File: src/rtl/idex_if.sv
// ID/EX pipeline register bundle: decode-side inputs, execute-side outputs, load-use flag.
// Counter outputs exist only when IDEX_PERF_CNT_EN is defined.
interface idex_if #(
   parameter int DATA_W    = 32,
   parameter int REGADDR_W = 5,
   parameter int ALUOP_W   = 3
);
   logic                 stall_in, flush_in, valid_in;
   logic                 regwrite_in, memtoreg_in, memwrite_in, memread_in;
   logic                 branch_in, alusrc_in, regdst_in;
   logic [ALUOP_W-1:0]   aluop_in;
   logic [DATA_W-1:0]    pcsumain_in, data1_in, data2_in, signextender_in;
   logic [REGADDR_W-1:0] rs_in, rt_in, rd_in;

   logic                 regwrite_out, memtoreg_out, memwrite_out, memread_out;
   logic                 branch_out, alusrc_out, regdst_out;
   logic [ALUOP_W-1:0]   aluop_out;
   logic [DATA_W-1:0]    pcsumain_out, data1_out, data2_out, signextender_out;
   logic [REGADDR_W-1:0] rs_out, rt_out, rd_out;
   logic                 valid_out;
   logic                 load_use_hazard_out;
`ifdef IDEX_PERF_CNT_EN
   logic [31:0]          bubble_cnt_out, stall_cnt_out;

   modport master (
      output stall_in, flush_in, valid_in, regwrite_in, memtoreg_in, memwrite_in, memread_in,
             branch_in, alusrc_in, regdst_in, aluop_in, pcsumain_in, data1_in, data2_in,
             signextender_in, rs_in, rt_in, rd_in,
      input  regwrite_out, memtoreg_out, memwrite_out, memread_out, branch_out, alusrc_out,
             regdst_out, aluop_out, pcsumain_out, data1_out, data2_out, signextender_out,
             rs_out, rt_out, rd_out, valid_out, load_use_hazard_out, bubble_cnt_out, stall_cnt_out
   );
   modport slave (
      input  stall_in, flush_in, valid_in, regwrite_in, memtoreg_in, memwrite_in, memread_in,
             branch_in, alusrc_in, regdst_in, aluop_in, pcsumain_in, data1_in, data2_in,
             signextender_in, rs_in, rt_in, rd_in,
      output regwrite_out, memtoreg_out, memwrite_out, memread_out, branch_out, alusrc_out,
             regdst_out, aluop_out, pcsumain_out, data1_out, data2_out, signextender_out,
             rs_out, rt_out, rd_out, valid_out, load_use_hazard_out, bubble_cnt_out, stall_cnt_out
   );
`else
   modport master (
      output stall_in, flush_in, valid_in, regwrite_in, memtoreg_in, memwrite_in, memread_in,
             branch_in, alusrc_in, regdst_in, aluop_in, pcsumain_in, data1_in, data2_in,
             signextender_in, rs_in, rt_in, rd_in,
      input  regwrite_out, memtoreg_out, memwrite_out, memread_out, branch_out, alusrc_out,
             regdst_out, aluop_out, pcsumain_out, data1_out, data2_out, signextender_out,
             rs_out, rt_out, rd_out, valid_out, load_use_hazard_out
   );
   modport slave (
      input  stall_in, flush_in, valid_in, regwrite_in, memtoreg_in, memwrite_in, memread_in,
             branch_in, alusrc_in, regdst_in, aluop_in, pcsumain_in, data1_in, data2_in,
             signextender_in, rs_in, rt_in, rd_in,
      output regwrite_out, memtoreg_out, memwrite_out, memread_out, branch_out, alusrc_out,
             regdst_out, aluop_out, pcsumain_out, data1_out, data2_out, signextender_out,
             rs_out, rt_out, rd_out, valid_out, load_use_hazard_out
   );
`endif
endinterface

File: src/rtl/idex_pipe_reg.sv
// ID/EX pipeline register with stall, flush (bubble), valid bit and load-use hazard detect.
// Define IDEX_PERF_CNT_EN to add saturating bubble/stall counters.
module idex_pipe_reg #(
   parameter int DATA_W    = 32,
   parameter int REGADDR_W = 5,
   parameter int ALUOP_W   = 3
) (
   input logic   clk,
   input logic   rst,
   idex_if.slave bus
);
   logic                 r_regwrite, r_memtoreg, r_memwrite, r_memread, r_branch;
   logic                 r_alusrc, r_regdst, r_valid;
   logic [ALUOP_W-1:0]   r_aluop;
   logic [DATA_W-1:0]    r_pcsumain, r_data1, r_data2, r_signextender;
   logic [REGADDR_W-1:0] r_rs, r_rt, r_rd;
   logic                 w_hazard;

   always_ff @(posedge clk or posedge rst) begin
      if (rst) begin
         r_regwrite     <= 1'b0;
         r_memtoreg     <= 1'b0;
         r_memwrite     <= 1'b0;
         r_memread      <= 1'b0;
         r_branch       <= 1'b0;
         r_alusrc       <= 1'b0;
         r_regdst       <= 1'b0;
         r_valid        <= 1'b0;
         r_aluop        <= '0;
         r_pcsumain     <= '0;
         r_data1        <= '0;
         r_data2        <= '0;
         r_signextender <= '0;
         r_rs           <= '0;
         r_rt           <= '0;
         r_rd           <= '0;
      end else if (bus.flush_in) begin
         // Bubble: kill only the side-effect controls; operand fields keep their stale values.
         r_regwrite <= 1'b0;
         r_memtoreg <= 1'b0;
         r_memwrite <= 1'b0;
         r_memread  <= 1'b0;
         r_branch   <= 1'b0;
         r_valid    <= 1'b0;
      end else if (!bus.stall_in) begin
         r_regwrite     <= bus.regwrite_in & bus.valid_in;
         r_memtoreg     <= bus.memtoreg_in & bus.valid_in;
         r_memwrite     <= bus.memwrite_in & bus.valid_in;
         r_memread      <= bus.memread_in  & bus.valid_in;
         r_branch       <= bus.branch_in   & bus.valid_in;
         r_alusrc       <= bus.alusrc_in;
         r_regdst       <= bus.regdst_in;
         r_valid        <= bus.valid_in;
         r_aluop        <= bus.aluop_in;
         r_pcsumain     <= bus.pcsumain_in;
         r_data1        <= bus.data1_in;
         r_data2        <= bus.data2_in;
         r_signextender <= bus.signextender_in;
         r_rs           <= bus.rs_in;
         r_rt           <= bus.rt_in;
         r_rd           <= bus.rd_in;
      end
   end

   // $zero is never a true dependency, so rt==0 cannot raise a hazard.
   assign w_hazard = r_valid & r_memread & (r_rt != '0) &
                     ((r_rt == bus.rs_in) | (r_rt == bus.rt_in));

   assign bus.regwrite_out        = r_regwrite;
   assign bus.memtoreg_out        = r_memtoreg;
   assign bus.memwrite_out        = r_memwrite;
   assign bus.memread_out         = r_memread;
   assign bus.branch_out          = r_branch;
   assign bus.alusrc_out          = r_alusrc;
   assign bus.regdst_out          = r_regdst;
   assign bus.aluop_out           = r_aluop;
   assign bus.pcsumain_out        = r_pcsumain;
   assign bus.data1_out           = r_data1;
   assign bus.data2_out           = r_data2;
   assign bus.signextender_out    = r_signextender;
   assign bus.rs_out              = r_rs;
   assign bus.rt_out              = r_rt;
   assign bus.rd_out              = r_rd;
   assign bus.valid_out           = r_valid;
   assign bus.load_use_hazard_out = w_hazard;

`ifdef IDEX_PERF_CNT_EN
   logic [31:0] r_bubble_cnt, r_stall_cnt;
   logic        w_bubble_evt, w_stall_evt;

   function automatic logic [31:0] sat_inc(input logic [31:0] v);
      return (v == 32'hFFFF_FFFF) ? v : v + 32'd1;
   endfunction

   assign w_bubble_evt = bus.flush_in | (!bus.stall_in & !bus.valid_in);
   assign w_stall_evt  = bus.stall_in & !bus.flush_in;

   always_ff @(posedge clk or posedge rst) begin
      if (rst) begin
         r_bubble_cnt <= '0;
         r_stall_cnt  <= '0;
      end else begin
         if (w_bubble_evt) r_bubble_cnt <= sat_inc(r_bubble_cnt);
         if (w_stall_evt)  r_stall_cnt  <= sat_inc(r_stall_cnt);
      end
   end

   assign bus.bubble_cnt_out = r_bubble_cnt;
   assign bus.stall_cnt_out  = r_stall_cnt;
`endif
endmodule

File: src/flat_wrapper.sv
// flat-port wrapper written by rule: the top's interface ports become plain ports
module idex_pipe_reg_flat 
#(
   parameter int DATA_W    = 32,
   parameter int REGADDR_W = 5,
   parameter int ALUOP_W   = 3
)
  (clk, rst, bus_stall_in, bus_flush_in, bus_valid_in, bus_regwrite_in, bus_memtoreg_in, bus_memwrite_in, bus_memread_in, bus_branch_in, bus_alusrc_in, bus_regdst_in, bus_aluop_in, bus_pcsumain_in, bus_data1_in, bus_data2_in, bus_signextender_in, bus_rs_in, bus_rt_in, bus_rd_in, bus_regwrite_out, bus_memtoreg_out, bus_memwrite_out, bus_memread_out, bus_branch_out, bus_alusrc_out, bus_regdst_out, bus_aluop_out, bus_pcsumain_out, bus_data1_out, bus_data2_out, bus_signextender_out, bus_rs_out, bus_rt_out, bus_rd_out, bus_valid_out, bus_load_use_hazard_out);
  idex_if #(.DATA_W(DATA_W), .REGADDR_W(REGADDR_W), .ALUOP_W(ALUOP_W)) bus_i ();
  input logic clk;
  input logic rst;
  input wire logic [$bits(bus_i.stall_in)-1:0] bus_stall_in;
  input wire logic [$bits(bus_i.flush_in)-1:0] bus_flush_in;
  input wire logic [$bits(bus_i.valid_in)-1:0] bus_valid_in;
  input wire logic [$bits(bus_i.regwrite_in)-1:0] bus_regwrite_in;
  input wire logic [$bits(bus_i.memtoreg_in)-1:0] bus_memtoreg_in;
  input wire logic [$bits(bus_i.memwrite_in)-1:0] bus_memwrite_in;
  input wire logic [$bits(bus_i.memread_in)-1:0] bus_memread_in;
  input wire logic [$bits(bus_i.branch_in)-1:0] bus_branch_in;
  input wire logic [$bits(bus_i.alusrc_in)-1:0] bus_alusrc_in;
  input wire logic [$bits(bus_i.regdst_in)-1:0] bus_regdst_in;
  input wire logic [$bits(bus_i.aluop_in)-1:0] bus_aluop_in;
  input wire logic [$bits(bus_i.pcsumain_in)-1:0] bus_pcsumain_in;
  input wire logic [$bits(bus_i.data1_in)-1:0] bus_data1_in;
  input wire logic [$bits(bus_i.data2_in)-1:0] bus_data2_in;
  input wire logic [$bits(bus_i.signextender_in)-1:0] bus_signextender_in;
  input wire logic [$bits(bus_i.rs_in)-1:0] bus_rs_in;
  input wire logic [$bits(bus_i.rt_in)-1:0] bus_rt_in;
  input wire logic [$bits(bus_i.rd_in)-1:0] bus_rd_in;
  output wire logic [$bits(bus_i.regwrite_out)-1:0] bus_regwrite_out;
  output wire logic [$bits(bus_i.memtoreg_out)-1:0] bus_memtoreg_out;
  output wire logic [$bits(bus_i.memwrite_out)-1:0] bus_memwrite_out;
  output wire logic [$bits(bus_i.memread_out)-1:0] bus_memread_out;
  output wire logic [$bits(bus_i.branch_out)-1:0] bus_branch_out;
  output wire logic [$bits(bus_i.alusrc_out)-1:0] bus_alusrc_out;
  output wire logic [$bits(bus_i.regdst_out)-1:0] bus_regdst_out;
  output wire logic [$bits(bus_i.aluop_out)-1:0] bus_aluop_out;
  output wire logic [$bits(bus_i.pcsumain_out)-1:0] bus_pcsumain_out;
  output wire logic [$bits(bus_i.data1_out)-1:0] bus_data1_out;
  output wire logic [$bits(bus_i.data2_out)-1:0] bus_data2_out;
  output wire logic [$bits(bus_i.signextender_out)-1:0] bus_signextender_out;
  output wire logic [$bits(bus_i.rs_out)-1:0] bus_rs_out;
  output wire logic [$bits(bus_i.rt_out)-1:0] bus_rt_out;
  output wire logic [$bits(bus_i.rd_out)-1:0] bus_rd_out;
  output wire logic [$bits(bus_i.valid_out)-1:0] bus_valid_out;
  output wire logic [$bits(bus_i.load_use_hazard_out)-1:0] bus_load_use_hazard_out;
  assign bus_i.stall_in = bus_stall_in;
  assign bus_i.flush_in = bus_flush_in;
  assign bus_i.valid_in = bus_valid_in;
  assign bus_i.regwrite_in = bus_regwrite_in;
  assign bus_i.memtoreg_in = bus_memtoreg_in;
  assign bus_i.memwrite_in = bus_memwrite_in;
  assign bus_i.memread_in = bus_memread_in;
  assign bus_i.branch_in = bus_branch_in;
  assign bus_i.alusrc_in = bus_alusrc_in;
  assign bus_i.regdst_in = bus_regdst_in;
  assign bus_i.aluop_in = bus_aluop_in;
  assign bus_i.pcsumain_in = bus_pcsumain_in;
  assign bus_i.data1_in = bus_data1_in;
  assign bus_i.data2_in = bus_data2_in;
  assign bus_i.signextender_in = bus_signextender_in;
  assign bus_i.rs_in = bus_rs_in;
  assign bus_i.rt_in = bus_rt_in;
  assign bus_i.rd_in = bus_rd_in;
  assign bus_regwrite_out = bus_i.regwrite_out;
  assign bus_memtoreg_out = bus_i.memtoreg_out;
  assign bus_memwrite_out = bus_i.memwrite_out;
  assign bus_memread_out = bus_i.memread_out;
  assign bus_branch_out = bus_i.branch_out;
  assign bus_alusrc_out = bus_i.alusrc_out;
  assign bus_regdst_out = bus_i.regdst_out;
  assign bus_aluop_out = bus_i.aluop_out;
  assign bus_pcsumain_out = bus_i.pcsumain_out;
  assign bus_data1_out = bus_i.data1_out;
  assign bus_data2_out = bus_i.data2_out;
  assign bus_signextender_out = bus_i.signextender_out;
  assign bus_rs_out = bus_i.rs_out;
  assign bus_rt_out = bus_i.rt_out;
  assign bus_rd_out = bus_i.rd_out;
  assign bus_valid_out = bus_i.valid_out;
  assign bus_load_use_hazard_out = bus_i.load_use_hazard_out;
  idex_pipe_reg #(.DATA_W(DATA_W), .REGADDR_W(REGADDR_W), .ALUOP_W(ALUOP_W)) u_core (.clk(clk), .rst(rst), .bus(bus_i));
endmodule
File: config.mk
export PLATFORM = sky130hd
export DESIGN_NAME = idex_pipe_reg_flat
export DESIGN_NICKNAME = d
export VERILOG_FILES = /design/src/rtl/idex_if.sv /design/src/rtl/idex_pipe_reg.sv /design/src/flat_wrapper.sv
export SDC_FILE = /design/constraint.sdc
export NUM_CORES = 1
export LEC_CHECK = 0
export CORE_AREA = 2 2 122 124
export DETAILED_ROUTE_END_ITERATION = 10
export DIE_AREA = 0 0 124 126
export DONT_BUFFER_PORTS = 1
export RECOVER_POWER = 25
export SYNTH_ARGS = -nofsm -noshare
export SYNTH_HDL_FRONTEND = slang
export SYNTH_SLANG_ARGS = --single-unit
File: constraint.sdc
create_clock -name clk -period 11.7 [get_ports clk]
set_clock_uncertainty 0.15 [all_clocks]
set_input_delay 2.34 -clock clk [delete_from_list [all_inputs] [get_ports clk]]
set_output_delay 2.34 -clock clk [all_outputs]
set_load 0.005 [all_outputs]
## Yosys cells after proc, flatten, opt, wreduce, memory -nomap -nowiden

Cells that the tools add are included.
Widths: inputs -> output; s select.

| operators by class | value |
|---|---|
| equality and inequality tests | 3 |
| muxes and demuxes | 12 |
| bitwise logic cells | 11 |
| reduce and logical (&&, ||, !) cells | 2 |

Operator list:

| operator | number |
|---|---|
| $mux 1 | 12 |
| $eq 5x5->1 | 2 |
| $and 1x1->1 | 8 |
| $reduce_bool 5->1 | 1 |
| $ne 2x1->1 const B | 1 |
| $not 1->1 | 2 |
| $reduce_and 2->1 | 1 |
| $or 1x1->1 | 1 |

| storage, ports and cells | value |
|---|---|
| flip-flop bits (word level) | 154 |
| input bits | 158 |
| output and inout bits | 155 |
| word-level logic and storage cells | 44 |

## Depth between registers and ports, before layout

Gate-level depths: netlist of run 1.

| depth | value |
|---|---|
| depth after elaboration | 3 |
| depth in mapped cells | 4 |
| mapped depth without buffers | 4 |

## Least setup slack after synthesis of run 1

OpenSTA, ideal clock, no wires.

| timing path | value |
|---|---|
| path kind | input to output |
| start point | input bus_rs_in[0] |
| end point | output bus_load_use_hazard_out |
| data arrival time | 2,897 ps |
| data required time | 9,210 ps |
| setup slack | 6,313 ps |
| stages | 4 |
| path buffers | 0 |
| cells stage by stage | xor2_1 nor3_1 nand3_1 a21oi_1 |

| on the way | value |
|---|---|
| word-level cells in the longest chain between the ends | 3 |

RTL lines:

| item | line | text |
|---|---|---|
| start: declaration | flat_wrapper.sv:27 | `input wire logic [$bits(bus_i.rs_in)-1:0] bus_rs_in;` |
| $eq 5x5->1 | idex_pipe_reg.sv:67 | `((r_rt == bus.rs_in) \| (r_rt == bus.rt_in));` |
| $or 1x1->1 | idex_pipe_reg.sv:67 |  |
| $and 1x1->1 | idex_pipe_reg.sv:66 | `assign w_hazard = r_valid & r_memread & (r_rt != '0) &` |
| end: declaration | flat_wrapper.sv:46 | `output wire logic [$bits(bus_i.load_use_hazard_out)-1:0] bus_load_use_hazard_out;` |

No other way between the ends.

## Worst setup path after layout of run 1

Same ends and word-level chain as after synthesis.

==> impl_metrics.toml, run 1 <==
[worst_hold_path]
min_path_type = "flip-flop to flip-flop"

[setup_path]
max_stage_delay_ns = 0.22
slowest_stage = "nor3_1"
end_kind = "primary output"
crit_arrival_ns = 3.00
crit_required_ns = 9.21
cp_cell_sequence = "xor2_1, nor3_1, nand3_1, a21oi_1"
setup.worst_path.start_class = "primary input"
rrSetupSlack_ns = 10.67
path_class = "primary input to primary output"
worstPathMaxFanout = 2

[routing]
vias_per_cell = 5.18
drc = 0
dr_total_vias = 2905
drtAntennaViolNets = 0
drtIter0Drc = 139
first_pass_iters = 4
wire_per_inst_um = 22.7
drt_wl_total_mm = 12.7

[sta]
fmax_mhz = 182
slew_headroom_pct = -154
fin_crit_ns = 5.49
rsz0062_at_grt = "no"
fin_hold_ws_ns = 0.382
worst-slew-pin-transition_ns = 3.78
fin_ws_ns = 6.21
fin_crit_sh_pct = 46.9
setup-violations-final = 0
setup_tns_ns = 0
drv_slew = 91
hold_violations = 0

[synth]
ys_warn_count = 0
syn_nets = 518
synthArstFlopShare_pct = 100
ys_seq_area_share_pct = 61.2
ys_ff_latch = 154
synth.cell_area_um2 = 6300
synth-edff-count = 0
synth_flop_cell = "dfrtp_1"
syn_area_per_cell_um2 = 17.5
ys_top_cells_by_area = "dfrtp_1 (61%), mux2_4 (24%), mux2_2 (8.2%), buf_6 (2.5%), xor2_1 (0.83%)"
yosysTopAreaCellShare_pct = 61.2
synthTopCellsByCount = "dfrtp_1 (154), mux2_4 (100), mux2_2 (46)"
synth.distinct_cells = 19
synth.most_common_cell = "dfrtp_1"
synth_area_leader_cell = "dfrtp_1"
syn_inst = 360

[status]
outcome = "finished, violations left"
violations = "max-capacitance violations, max-slew violations"

[cells_and_area]
areaGrowthSynthToFinish_pct = 10.3
seq_area_um2 = 3850
final_nets = 523
drive_gt1_share_pct = 48.0
n_fill_cell = 1214
multi_input_area_um2 = 2280
antennaDiodeCount = 0

[pwr]
power_density_nw_per_um2 = 193
ir_drop_mv = 0.0891
p_leak_nw = 3.13

[die]
io-pin-count = 313
fp.dieH_um = 126
initial_core_util_pct = 44.0
core_area_um2 = 14300
row_count = 44
dieWidth_um = 124
die-area_um2 = 15600

[placed_design]
place_ws_ns = 5.89
io_buffers = 0
hpwl_mm = 9.18
gp_congestion = 0.734

[global_route]
antenna_found_initial = 0
grt_max_degree = 91
grt_pass1_vias = 3315
grtUsageTotal_pct = 16.2
grt_pass1_wl_mm = 18.9
overflow = 0

[clocking]
cts_buffers = 17
clock_path_buffers = 2
insertion_delay_ns = 0.41
path_clk_slew_ns = 0.05
cts.repair.resized = 0
post-cts-setup-buffers = 0
cts.sinks = 154
cts_tree = "built"
cts_htree_levels = 4
holdBufCountCts = 0
clockRootBuffer = "clkbuf_16"

[flow_run]
maxCapViolations = 1
[placed cells by master (no fill, tap or decap), types with 2 or more instances in the layout]
cell         n
nor3_1       2
clkinv_4     2
nand2_1      5
clkbuf_16   17
inv_6        2
dfrtp_1    154
a21oi_1      6
clkbuf_8     3
buf_4        3
xor2_1       6
clkinv_2     4
mux2_4     100
nand3_1      2
nor2_1      11
xnor2_1      4
mux2_2      46
mux2_1       2
[area by class of cell]
type	count	share of cell area (%)
repair buffers	3	0.324
well taps	184	3.31
multi-input cells	188	32.7
clock inverters	10	1.33
clock buffers	21	6.77
inverters	1	0.0720
flip-flops and latches	154	55.4
[state kept, by name, indices dropped and copies added, names as in the netlist]
register,cells
u_core.bus.aluop_out,3
u_core.bus.alusrc_out,1
u_core.bus.branch_out,1
u_core.bus.data1_out,32
u_core.bus.data2_out,32
u_core.bus.memread_out,1
u_core.bus.memtoreg_out,1
u_core.bus.memwrite_out,1
u_core.bus.pcsumain_out,32
u_core.bus.rd_out,5
u_core.bus.regdst_out,1
u_core.bus.regwrite_out,1
u_core.bus.rs_out,5
u_core.bus.rt_out,5
u_core.bus.signextender_out,32
u_core.bus.valid_out,1
[worst max-delay path, delay by kind of cell]
kind / cells / cell delay, ns
compound gates: 1 / 0.21
simple gates: 2 / 0.31
xor+xnor: 1 / 0.14
[metal layers]
metal | vias to the layer above | global-route usage, % | share of wire (%)
met1 | 1433 | 17.2 | 36
met4 | 0 | 7.14 | 2.1
met5 | - | 0 | 0
met3 | 17 | 6.97 | 11
met2 | 196 | 27.6 | 50
li1 | 1259 | - | -
[metrics by stage]
step	instances	instance area, um2	total power (W)	util [%]
final	561	6950	0.00134	48.6
after global routing	561	6950	0.00141	48.6
after CTS	561	6950	0.00136	48.6
after detailed placement	530	6390	0.000837	44.7
after global placement	530	6390	0.000831	44.7
after floorplan	360	6300	0.000800	-
[where the power goes]
part | leakage [nW] | total (W) | switching, W | internal (W)
clock | 0.279 | 0.000518 | 0.000209 | 0.000309
combinational | 1.03 | 0.000143 | 0.0000451 | 0.0000979
sequential | 1.82 | 0.000682 | 0.0000715 | 0.000610
[final timing paths]
check	start	end	depth (start not counted)
worst max-delay path	bus_rs_in[0]	bus_load_use_hazard_out	4
worst min-delay path	u_core.bus.data2_out[9]	u_core.bus.data2_out[9]	1
worst max register to register	u_core.bus.rt_out[0]	u_core.bus.rt_out[0]	1
worst min register to register	u_core.bus.data2_out[9]	u_core.bus.data2_out[9]	1
max in group asynchronous	rst	u_core.bus.data2_out[9]	2
min in group asynchronous	rst	u_core.bus.signextender_out[2]	1
[kinds of logic after synthesis]
| kind of cell | synth area share [%] |
|---|---|
| mux | 32.6 |
| flops | 61.2 |
| simple gates | 1.49 |
| xor+xnor | 1.39 |
| buf+inv | 2.78 |
| compound gates | 0.596 |
No activity file was read; power rests on OpenSTA's default activity.
==> inputs of run 2 (changes only) <==
Settings changed: CORE_AREA 2 2 122 124 to 2 2 123 125, DIE_AREA 0 0 124 126 to 0 0 125 127.
Clock period 11.7 ns to 5.5 ns, I/O delays scaled along.
==> impl_metrics.toml, run 2 (synthesis gave the netlist of run 1 again) <==
[setup_path]
worstPathMaxFanout = 102
slowest_stage = "clkbuf_2"
rr_worst_depth = 1
crit_required_ns = 5.63
max_stage_delay_ns = 2.16
critPathLaunch = "bus_flush_in"
endpoint = "u_core.bus.data2_out[3]"
setup.worst_path.start_class = "primary input"
worstReg2RegEnd = "u_core.bus.rt_out[2]"
end_kind = "flip-flop"
crit_arrival_ns = 3.93
reg2reg_from = "u_core.bus.rt_out[2]"
cp_cell_sequence = "nor2_4, clkbuf_2, mux2_2"
path_class = "primary input to flip-flop"
rrSetupSlack_ns = 4.44

[die]
fp.dieH_um = 127
initial_core_util_pct = 43.7
core_area_um2 = 14400
row_count = 44
dieWidth_um = 125
io-pin-count = 313
die-area_um2 = 15900

[pwr]
p_sw_share_pct = 24.6
p_leak_nw = 3.09
power.share.sequential_pct = 50.2
power_density_nw_per_um2 = 416
pwr-share-comb_pct = 10.6
ir_drop_mv = 0.198
intPower_w = 0.00218
clkPwrFrac_pct = 39.3
p_sw_w = 0.000710

[clocking]
holdBufCountCts = 0
cts_tree = "built"
post-cts-setup-buffers = 0
path_clk_slew_ns = 0.06
clock_path_buffers = 2
cts.repair.resized = 0
clockRootBuffer = "clkbuf_16"
insertion_delay_ns = 0.41
cts_buffers = 17
cts_htree_levels = 4
cts.sinks = 154

[cells_and_area]
areaGrowthSynthToFinish_pct = 10.1
drive_gt1_share_pct = 45.9
final_nets = 523
final_common_cell = "dfrtp_1"
final_area_um2 = 6930
final_cell_mix = "dfrtp_1 (154), mux2_4 (92), mux2_2 (46), clkbuf_16 (17), nor2_1 (11)"

[flow_run]
maxCapViolations = 1

[sta]
slew_headroom_pct = -107
drv_slew = 103
fin_crit_ns = 3.80
hold_violations = 0
fin_crit_sh_pct = 69.1
setup_tns_ns = 0
worst-slew-pin-transition_ns = 3.10
fin_hold_ws_ns = 0.369
rsz0062_at_grt = "no"
fmax_mhz = 263
setup-violations-final = 0

[global_route]
overflow = 0
grtUsageTotal_pct = 16.1
grt_pass1_wl_mm = 19.5
grt_pass1_vias = 3161
antenna_found_initial = 1
grt_max_degree = 103

[routing]
drtAntennaViolNets = 0
wire_per_inst_um = 22.7
dr_total_vias = 2956
drtIter0Drc = 129
drt_wl_total_mm = 12.8
vias_per_cell = 5.26
drc = 0
first_pass_iters = 4

[worst_hold_path]
min_path_type = "flip-flop to flip-flop"

[placed_design]
placed_area_um2 = 6400
gp_congestion = 0.799
io_buffers = 0
hpwl_mm = 9.15

[status]
violations = "max-capacitance violations, max-slew violations"
outcome = "finished, violations left"
[run 2: changes by cell type in the layout (fill, tap and decap cells not counted)]
| cell | before | now |
|---|---|---|
| clkbuf_2 | 0 | 1 |
| buf_4 | 3 | 2 |
| clkinvlp_4 | 1 | 4 |
| bufinv_16 | 1 | 2 |
| clkinv_4 | 2 | 1 |
| clkinv_2 | 4 | 2 |
| mux2_1 | 2 | 10 |
| diode_2 | 0 | 1 |
| clkbuf_8 | 3 | 0 |
| inv_6 | 2 | 5 |
| clkinvlp_2 | 1 | 0 |
| mux2_4 | 100 | 92 |
[run 2: worst min-delay path by stage]
| stage | to | cells past startpoint | from |
|---|---|---|---|
| after floorplan | u_core.bus.data2_out[21] | 1 | u_core.bus.data2_out[21] |
| after global placement | u_core.bus.data2_out[21] | 1 | u_core.bus.data2_out[21] |
| after detailed placement | u_core.bus.data2_out[21] | 1 | u_core.bus.data2_out[21] |
| after CTS | u_core.bus.data2_out[21] | 1 | u_core.bus.data2_out[21] |
| after global routing | u_core.bus.data2_out[14] | 1 | u_core.bus.data2_out[14] |
| final | u_core.bus.data2_out[21] | 1 | u_core.bus.data2_out[21] |
[run 2: power by group through the flow]
stage | clock (W) | sequential [W] | combinational (W)
floorplan | 0 | 0.00142 | 0.000285
finish | 0.00113 | 0.00145 | 0.000306
CTS | 0.00116 | 0.00145 | 0.000308
global placement | 0 | 0.00147 | 0.000298
detailed placement | 0 | 0.00147 | 0.000309
global route | 0.00122 | 0.00147 | 0.000335
[run 2: final cells by class]
cell class / count / area (um2)
fillers: 1215 / 7490
flip-flops and latches: 154 / 3850
multi-input cells: 188 / 2250
clock buffers: 18 / 429
well taps: 184 / 230
clock inverters: 13 / 144
repair buffers: 3 / 20.0
inverters: 1 / 8.76
diodes: 1 / 2.50
[run 2: worst max-delay path, delay by kind of cell]
family        cells  cell delay [ns]
buf+inv           1             2.16
mux               1             0.49
simple gates      1             0.08
[run 2: stage by stage]
stage,worst slack (ns),power (W),util [%],instances
detailed placement,2.48,0.00178,44.4,530
finish,1.70,0.00289,48.1,562
CTS,2.48,0.00293,48.4,561
global route,1.50,0.00303,48.1,562
floorplan,0.100,0.00170,-,360
global placement,2.47,0.00177,44.4,530
[run 2: per-layer routing]
| layer | global-route usage [%] | wire [um] | share of wire, % |
|---|---|---|---|
| met3 | 8.33 | 1390 | 11 |
| met1 | 18.9 | 4640 | 36 |
| met2 | 25.5 | 6560 | 51 |
| met4 | 5.82 | 189 | 1.5 |
| met5 | 0 | 0 | 0 |
==> inputs of run 3 (changes only) <==
Settings changed: CORE_AREA 2 2 123 125 to 2 2 122 124, DIE_AREA 0 0 125 127 to 0 0 124 126.
Clock period 5.5 ns to 3.4 ns, I/O delays scaled along.
==> impl_metrics.toml, run 3 (synthesis gave the netlist of run 1 again) <==
[cells_and_area]
antennaDiodeCount = 0
final_nets = 527
areaGrowthSynthToFinish_pct = 11.0
final_cell_mix = "dfrtp_1 (154), mux2_4 (74), mux2_2 (48), mux2_1 (26), clkbuf_16 (17)"
final_common_cell = "dfrtp_1"
post-route-util_pct = 48.9
drive_gt1_share_pct = 41.5

[pwr]
pwr-share-comb_pct = 9.4
ir_drop_mv = 0.314
p_leak_nw = 3.10
power.share.sequential_pct = 48.4
clkPwrFrac_pct = 42.2
p_sw_w = 0.00110
power_density_nw_per_um2 = 692
p_sw_share_pct = 22.7
intPower_w = 0.00374

[sta]
fin_crit_ns = 2.55
rsz0062_at_grt = "no"
hold_violations = 0
worst-slew-pin-transition_ns = 1.17
fin_ws_ns = 0.854
fmax_mhz = 393
setup_tns_ns = 0
drv_slew = 0
setup-violations-final = 0
slew_headroom_pct = 22.1
fin_crit_sh_pct = 74.9
fin_hold_ws_ns = 0.178

[die]
core_area_um2 = 14300
fp.dieH_um = 126
initial_core_util_pct = 44.0
dieWidth_um = 124
die-area_um2 = 15600
row_count = 44
io-pin-count = 313

[routing]
first_pass_iters = 5
wire_per_inst_um = 22.0
drtIter0Drc = 112
drc = 0
drt_wl_total_mm = 12.4
vias_per_cell = 5.21
drtAntennaViolNets = 0
dr_total_vias = 2942

[clocking]
cts.sinks = 154
cts.repair.resized = 0
cts_buffers = 17
insertion_delay_ns = 0.41
path_clk_slew_ns = 0.06
clockRootBuffer = "clkbuf_16"
post-cts-setup-buffers = 0
clock_path_buffers = 2
cts_htree_levels = 4
cts_tree = "built"

[setup_path]
rr_worst_depth = 1
setup.worst_path.start_class = "flip-flop"
worstReg2RegEnd = "u_core.bus.rt_out[0]"
rrSetupSlack_ns = 2.35
crit_arrival_ns = 1.72
crit_required_ns = 2.57
reg2reg_from = "u_core.bus.rt_out[0]"
path_class = "flip-flop to primary output"
worstPathMaxFanout = 5
end_kind = "primary output"

[global_route]
grtUsageTotal_pct = 16.1
grt_pass1_wl_mm = 18.7
overflow = 0
antenna_found_initial = 0
grt_pass1_vias = 3362
grt_max_degree = 71

[status]
outcome = "finished, final reports clean"

[placed_design]
io_buffers = 0
gp_congestion = 0.760
hpwl_mm = 9.24
place_ws_ns = 1.20

[worst_hold_path]
min_path_type = "primary input to flip-flop"
worst_hold_startpoint = "bus_flush_in"
whs_path_depth = 1
min_delay_worst_endpoint = "u_core.bus.branch_out"

[flow_run]
maxCapViolations = 0
[run 3: power by group through the flow]
stage	clock [W]	sequential, W	combinational (W)
after detailed placement	0	0.00238	0.000509
final	0.00204	0.00234	0.000455
after CTS	0.00210	0.00235	0.000508
after global routing	0.00220	0.00238	0.000500
after floorplan	0	0.00229	0.000461
after global placement	0	0.00238	0.000487
[run 3: worst max path at each step]
stage,depth (start not counted),from,endpoint,slack (ns)
after global routing,3,rst,u_core.bus.data1_out[15],0.57
final,3,u_core.bus.rt_out[1],bus_load_use_hazard_out,0.85
after global placement,4,bus_rs_in[0],bus_load_use_hazard_out,1.21
after floorplan,1,rst,u_core.bus.aluop_out[0],0.63
after detailed placement,4,bus_rt_in[0],bus_load_use_hazard_out,1.20
after CTS,3,u_core.bus.rt_out[1],bus_load_use_hazard_out,0.82
[run 3: per-stage QoR]
step	power, W	instances	cell area, um2
after floorplan	0.00275	360	6300
after global placement	0.00287	533	6460
after detailed placement	0.00289	533	6460
after CTS	0.00496	565	7120
after global routing	0.00508	565	7000
final	0.00484	565	7000
[run 3: area by class of cell]
type,instances,area (um2)
fill,1235,7320
sequential,154,3850
multi-input combinational,188,2170
clock buffer,20,457
tap,184,230
clock inverter,11,193
timing repair buffer,7,86.3
inverter,1,5.00
[run 3: per-layer routing]
metal / global-route usage, % / vias up / wire length, um
met3: 7.43 / 26 / 1300
met5: 0 / - / 0
met1: 16.7 / 1487 / 4230
met2: 27.4 / 169 / 6570
met4: 7.53 / 0 / 342
li1: - / 1260 / -
[run 3: worst max-delay path, cell delays in order (launching register included)]
cell and delay [ns]:
dfrtp_1 0.46, or4_1 0.54, o211ai_1 0.21, a21oi_1 0.10
[run 3: repair_timing]
item,4_1_cts,5_1_grt
setup endpoints to repair,0,0
hold endpoints to repair,14,0
hold buffers,1,0
